[src/rtl/census_hamming_wta_if.sv]
// rtl/census_hamming_wta_if.sv - census pair input and disparity result signal bundle
interface census_hamming_wta_if #(
  parameter int CW = 24,
  parameter int DW = 4
);
  logic          valid_in;
  logic [CW-1:0] cl;
  logic [CW-1:0] cr;
  logic [12:0]   row_in;
  logic [12:0]   col_in;
  logic          valid_out;
  logic [DW-1:0] disp_out;
  logic [4:0]    cost_out;
  logic [12:0]   row_out;
  logic [12:0]   col_out;

  modport master (
    output valid_in, cl, cr, row_in, col_in,
    input  valid_out, disp_out, cost_out, row_out, col_out
  );

  modport slave (
    input  valid_in, cl, cr, row_in, col_in,
    output valid_out, disp_out, cost_out, row_out, col_out
  );
endinterface

[src/rtl/census_hamming_wta.sv]
// rtl/census_hamming_wta.sv - census Hamming cost over MAXD disparities with pipelined winner-take-all
module census_hamming_wta #(
  parameter int MAXD = 16,
  parameter int DW   = 4,
  parameter int CW   = 24
) (
  input logic                 clk,
  input logic                 rst_n,
  census_hamming_wta_if.slave bus
);

  localparam int LG = $clog2(MAXD);
  localparam int L  = 1 + LG;
  // All tree nodes in one flat array: level 0 (per-disparity costs) at
  // [0..MAXD-1], level 1 right after it, and so on down to the root at NN-1.
  localparam int NN = 2 * MAXD - 1;

  function automatic logic [4:0] popcount(input logic [CW-1:0] x);
    logic [4:0] s;
    s = '0;
    for (int k = 0; k < CW; k++) s = s + 5'(x[k]);
    return s;
  endfunction

  function automatic int lvl_base(input int l);
    return 2 * MAXD - ((2 * MAXD) >> l);
  endfunction

  logic [MAXD-1:1][CW-1:0] hist_q, hist_d;
  logic [NN-1:0][4:0]      c_q, c_d;
  logic [NN-1:0][DW-1:0]   i_q, i_d;
  logic [L:1]              v_q, v_d;
  logic [L:1][12:0]        row_q, row_d;
  logic [L:1][12:0]        col_q, col_d;

  // Next state: right history shift, masked Hamming costs, one min-tree level
  // per stage. Data registers only load behind a valid token, so bubbles leave
  // every stage (and thus the outputs) holding their last valid contents.
  always_comb begin
    hist_d = hist_q;
    c_d    = c_q;
    i_d    = i_q;
    row_d  = row_q;
    col_d  = col_q;
    v_d[1] = bus.valid_in;
    for (int s = 2; s <= L; s++) v_d[s] = v_q[s-1];

    if (bus.valid_in) begin
      hist_d[1] = bus.cr;
      for (int k = 2; k < MAXD; k++) hist_d[k] = hist_q[k-1];

      // d=0 is always eligible; farther candidates that fall off the left
      // edge of the row get a cost no real match can reach.
      c_d[0] = popcount(bus.cl ^ bus.cr);
      i_d[0] = '0;
      for (int d = 1; d < MAXD; d++) begin
        c_d[d] = (bus.col_in >= 13'(d)) ? popcount(bus.cl ^ hist_q[d]) : 5'd31;
        i_d[d] = DW'(d);
      end
      row_d[1] = bus.row_in;
      col_d[1] = bus.col_in;
    end

    for (int l = 1; l <= LG; l++) begin
      if (v_q[l]) begin
        // Left child always covers lower disparities, so it keeps ties.
        for (int n = 0; n < (MAXD >> l); n++) begin
          if (c_q[lvl_base(l-1) + 2*n + 1] < c_q[lvl_base(l-1) + 2*n]) begin
            c_d[lvl_base(l) + n] = c_q[lvl_base(l-1) + 2*n + 1];
            i_d[lvl_base(l) + n] = i_q[lvl_base(l-1) + 2*n + 1];
          end else begin
            c_d[lvl_base(l) + n] = c_q[lvl_base(l-1) + 2*n];
            i_d[lvl_base(l) + n] = i_q[lvl_base(l-1) + 2*n];
          end
        end
        row_d[l+1] = row_q[l];
        col_d[l+1] = col_q[l];
      end
    end
  end

  // State registers; reset wipes history and drops every in-flight result.
  always_ff @(posedge clk or negedge rst_n) begin
    if (!rst_n) begin
      hist_q <= '0;
      c_q    <= '0;
      i_q    <= '0;
      v_q    <= '0;
      row_q  <= '0;
      col_q  <= '0;
    end else begin
      hist_q <= hist_d;
      c_q    <= c_d;
      i_q    <= i_d;
      v_q    <= v_d;
      row_q  <= row_d;
      col_q  <= col_d;
    end
  end

  assign bus.valid_out = v_q[L];
  assign bus.disp_out  = i_q[NN-1];
  assign bus.cost_out  = c_q[NN-1];
  assign bus.row_out   = row_q[L];
  assign bus.col_out   = col_q[L];

endmodule

[src/flat_wrapper.sv]
// flat-port wrapper written by rule: the top's interface ports become plain ports
module census_hamming_wta_flat 
#(
  parameter int MAXD = 16,
  parameter int DW   = 4,
  parameter int CW   = 24
)
  (clk, rst_n, bus_valid_in, bus_cl, bus_cr, bus_row_in, bus_col_in, bus_valid_out, bus_disp_out, bus_cost_out, bus_row_out, bus_col_out);
  census_hamming_wta_if #(.CW(CW), .DW(DW)) bus_i ();
  input logic clk;
  input logic rst_n;
  input wire logic [$bits(bus_i.valid_in)-1:0] bus_valid_in;
  input wire logic [$bits(bus_i.cl)-1:0] bus_cl;
  input wire logic [$bits(bus_i.cr)-1:0] bus_cr;
  input wire logic [$bits(bus_i.row_in)-1:0] bus_row_in;
  input wire logic [$bits(bus_i.col_in)-1:0] bus_col_in;
  output wire logic [$bits(bus_i.valid_out)-1:0] bus_valid_out;
  output wire logic [$bits(bus_i.disp_out)-1:0] bus_disp_out;
  output wire logic [$bits(bus_i.cost_out)-1:0] bus_cost_out;
  output wire logic [$bits(bus_i.row_out)-1:0] bus_row_out;
  output wire logic [$bits(bus_i.col_out)-1:0] bus_col_out;
  assign bus_i.valid_in = bus_valid_in;
  assign bus_i.cl = bus_cl;
  assign bus_i.cr = bus_cr;
  assign bus_i.row_in = bus_row_in;
  assign bus_i.col_in = bus_col_in;
  assign bus_valid_out = bus_i.valid_out;
  assign bus_disp_out = bus_i.disp_out;
  assign bus_cost_out = bus_i.cost_out;
  assign bus_row_out = bus_i.row_out;
  assign bus_col_out = bus_i.col_out;
  census_hamming_wta #(.MAXD(MAXD), .DW(DW), .CW(CW)) u_core (.clk(clk), .rst_n(rst_n), .bus(bus_i));
endmodule
[config.mk]
export PLATFORM = sky130hd
export DESIGN_NAME = census_hamming_wta_flat
export DESIGN_NICKNAME = d
export VERILOG_FILES = /design/src/rtl/census_hamming_wta_if.sv /design/src/rtl/census_hamming_wta.sv /design/src/flat_wrapper.sv
export SDC_FILE = /design/constraint.sdc
export NUM_CORES = 2
export LEC_CHECK = 0
export ABC_AREA = 1
export CORE_MARGIN = 5
export CORE_UTILIZATION = 68
export DETAILED_ROUTE_END_ITERATION = 6
export GPL_TIMING_DRIVEN = 0
export PLACE_DENSITY_LB_ADDON = 0.05
export SETUP_SLACK_MARGIN = 0.5
export SLEW_MARGIN = 20
export SYNTH_ARGS = -nofsm -noshare
export SYNTH_HDL_FRONTEND = slang
export SYNTH_SLANG_ARGS = --single-unit
[constraint.sdc]
create_clock -name clk -period 13.2 [get_ports clk]
set_input_delay 1.98 -clock clk [delete_from_list [all_inputs] [get_ports clk]]
set_output_delay 1.98 -clock clk [all_outputs]
set_load 0.02 [all_outputs]
==> results.sh <==
export IMPL_hold_path_class="reg2reg"
export IMPL_regArea_um2=17070
export IMPL_period_share_pct=54.51
export IMPL_diodes=0
export IMPL_cts_sinks=682
export IMPL_dp_hpwl_um=87500
export IMPL_synth_cells=4542
export IMPL_top_usage_layer="met2"
export IMPL_ctsHoldBuffers=0
export IMPL_grt_use_met3_pct=7.763
export IMPL_regToRegSetupSlack_ns=7.78
export IMPL_fp_dieH_um=256.4
export IMPL_cts_max_level=3
export IMPL_cts_buffers_inserted=76
export IMPL_grt_overflow_total=0
export IMPL_synth_seq_cells=682
export IMPL_use_met2_pct=56.15
export IMPL_insertion_delay_ns=0.63
export IMPL_drc_errors=1
export IMPL_postCtsSetupBuffers=0
export IMPL_rsz0062_at_grt="false"
export IMPL_syn_area_um2=41290
export IMPL_start_util_pct=68.54
export IMPL_wire_per_inst_um=20.61
export IMPL_min_period_ns=7.195
export IMPL_status="finished with violations"
export IMPL_cp_end_kind="flop"
export IMPL_die_x_um=256.4
export IMPL_yosysUniqueCellTypes=36
export IMPL_worstSetupStartpointType="primary input"
export IMPL_synth_nets=5063
export IMPL_firstDrtPassIters=7
export IMPL_vias=31080
export IMPL_grt_pass1_vias=31810
export IMPL_drtIter0Drc=2771
export IMPL_hold_viol_final=0
export IMPL_filler_cell_count=4341
export IMPL_place_gp_congestion=0.9606
export IMPL_yosysWarnings=0
export IMPL_cp_max_fo=10
export IMPL_final_common_cell="nand2_1"
export IMPL_grt_use_met1_pct=46.77
export IMPL_slew_headroom_pct=34.89
export IMPL_setup_viol=0
export IMPL_vias_per_cell=5.597
export IMPL_ios=113
export IMPL_ant_nets=0
export IMPL_fp_row_count=90
export IMPL_drv_cap=0
export IMPL_clockBufferDepth=3
export IMPL_max_freq_mhz=139.0
export IMPL_cts_tree="built"
export IMPL_core_um2=60250
export IMPL_tightest_slew_ns=0.9766
export IMPL_fin_setup_tns_ns=0
export IMPL_wirelength_um=114400
export IMPL_required_ns=13.73
export IMPL_track_usage_pct=35.22
export IMPL_cts_root_buf="clkbuf_16"
export IMPL_cts_resized=0
export IMPL_drv_slew=0
export IMPL_clkTransAtPathRegs_ns=0.06
export IMPL_grt_pass1_wl_um=178900
export IMPL_seq_area_frac_synth_pct=41.33
export IMPL_io_buffers=87
export IMPL_nets=5235
export IMPL_layout_drive_gt1_share_pct=6.854
export IMPL_syn_area_per_cell_um2=9.091
export IMPL_dieArea_um2=65750
export IMPL_mostFrequentLayoutCells="nand2_1 (1,107), inv_1 (750), dfrtp_1 (682)"
export IMPL_grt_antenna_before_repair=0
export IMPL_grt_max_degree=99
export IMPL_failed_checks="DRC"
export IMPL_path_class="in2reg"
export IMPL_syn_to_final_growth_pct=11.09
export IMPL_fin_worst_skew_ns=0.01629
export IMPL_cp_arrival_ns=7.73
export IMPL_multiInputGateArea_um2=20210
-- area by class of cell --
class,count,share of cell area [%]
buffer,230,2.550
timing repair buffer,94,2.329
sequential,682,37.20
clock buffer,103,4.697
tap,782,2.133
inverter,758,6.203
multi-input combinational,2872,44.06
clock inverter,32,0.8237
-- final timing paths --
kind | endpoint | cells after the start | start
min in group asynchronous | u_core.hist_q[306] | 1 | rst_n
max in group asynchronous | u_core.bus.col_out[7] | 3 | rst_n
min reg2reg | u_core.v_q[4] | 0 | u_core.v_q[3]
max | u_core.c_q[29] | 17 | bus_cl[1]
max reg2reg | u_core.c_q[29] | 15 | u_core.hist_q[97]
min | u_core.v_q[4] | 0 | u_core.v_q[3]
-- layer usage --
metal | vias up | wire length (µm) | share of wire (%)
li1 | 14350 | - | -
met1 | 15180 | 45180 | 39
met2 | 1244 | 53100 | 46
met3 | 314 | 9758 | 8.5
met4 | 0 | 6392 | 5.6
met5 | - | 0 | 0
-- cells in the mapped netlist, drive strengths merged --
cell type	number	area share (%)
clkbuf	68	0.62
xnor2	165	3.5
or2	1	0.015
o21ai	476	5.8
nand3	137	1.8
fa	272	13
o22ai	13	0.20
xor2	234	5.0
dfrtp	682	41
nand4	93	1.4
a31oi	16	0.24
clkinv	3	0.027
buf	162	2.2
ha	172	5.2
nor2	89	0.90
a22oi	34	0.64
nand2	1118	10
nand3b	9	0.16
inv	755	6.9
a21oi	43	0.58
-- cell families (layout without fill, tap and decap cells) --
group           count (synthesis)  in the layout  synth area share, %
flops                         682            682                41.33
xor+xnor                      399            399                8.463
fa+ha+maj                     444            444                18.40
simple gates                 1447           1447                14.61
buf+inv                       988           1217                9.724
compound gates                582            582                7.472
-- metrics by stage --
stage	instance area [µm²]	instances	util (%)	hold slack, ns	worst slack [ns]
2_1_floorplan	41290	4542	-	0.3487	6.524
6_report	45870	5553	76.14	0.3738	6.005
3_3_place_gp	43140	5411	71.61	0.3508	-20.21
3_5_place_dp	43340	5418	71.94	0.3554	5.545
4_1_cts	45870	5553	76.14	0.3686	6.120
5_1_grt	45870	5553	76.14	0.3900	5.787
-- state kept, by name, summed over array words and instances, names as in the netlist --
signal / cells
u_core.bus.col_out: 13
u_core.bus.cost_out: 5
u_core.bus.disp_out: 4
u_core.bus.row_out: 13
u_core.c_q: 150
u_core.col_q: 52
u_core.hist_q: 360
u_core.i_q: 28
u_core.row_q: 52
u_core.v_q: 5
-- critical path: stages --
cell and delay, ns:
buf_2 0.32, buf_2 0.52, xor2_1 0.23, ha_1 0.28, fa_1 0.52, fa_1 0.53
fa_1 0.52, fa_1 0.57, inv_1 0.06, fa_1 0.47, inv_1 0.09, fa_1 0.25
inv_1 0.08, fa_1 0.40, o21ai_0 0.62, nor2_1 0.09, a22oi_1 0.18
Power is left out: the tool's default activity adds up to more than one toggle a clock period on the data nets, which glitch-free logic cannot reach.
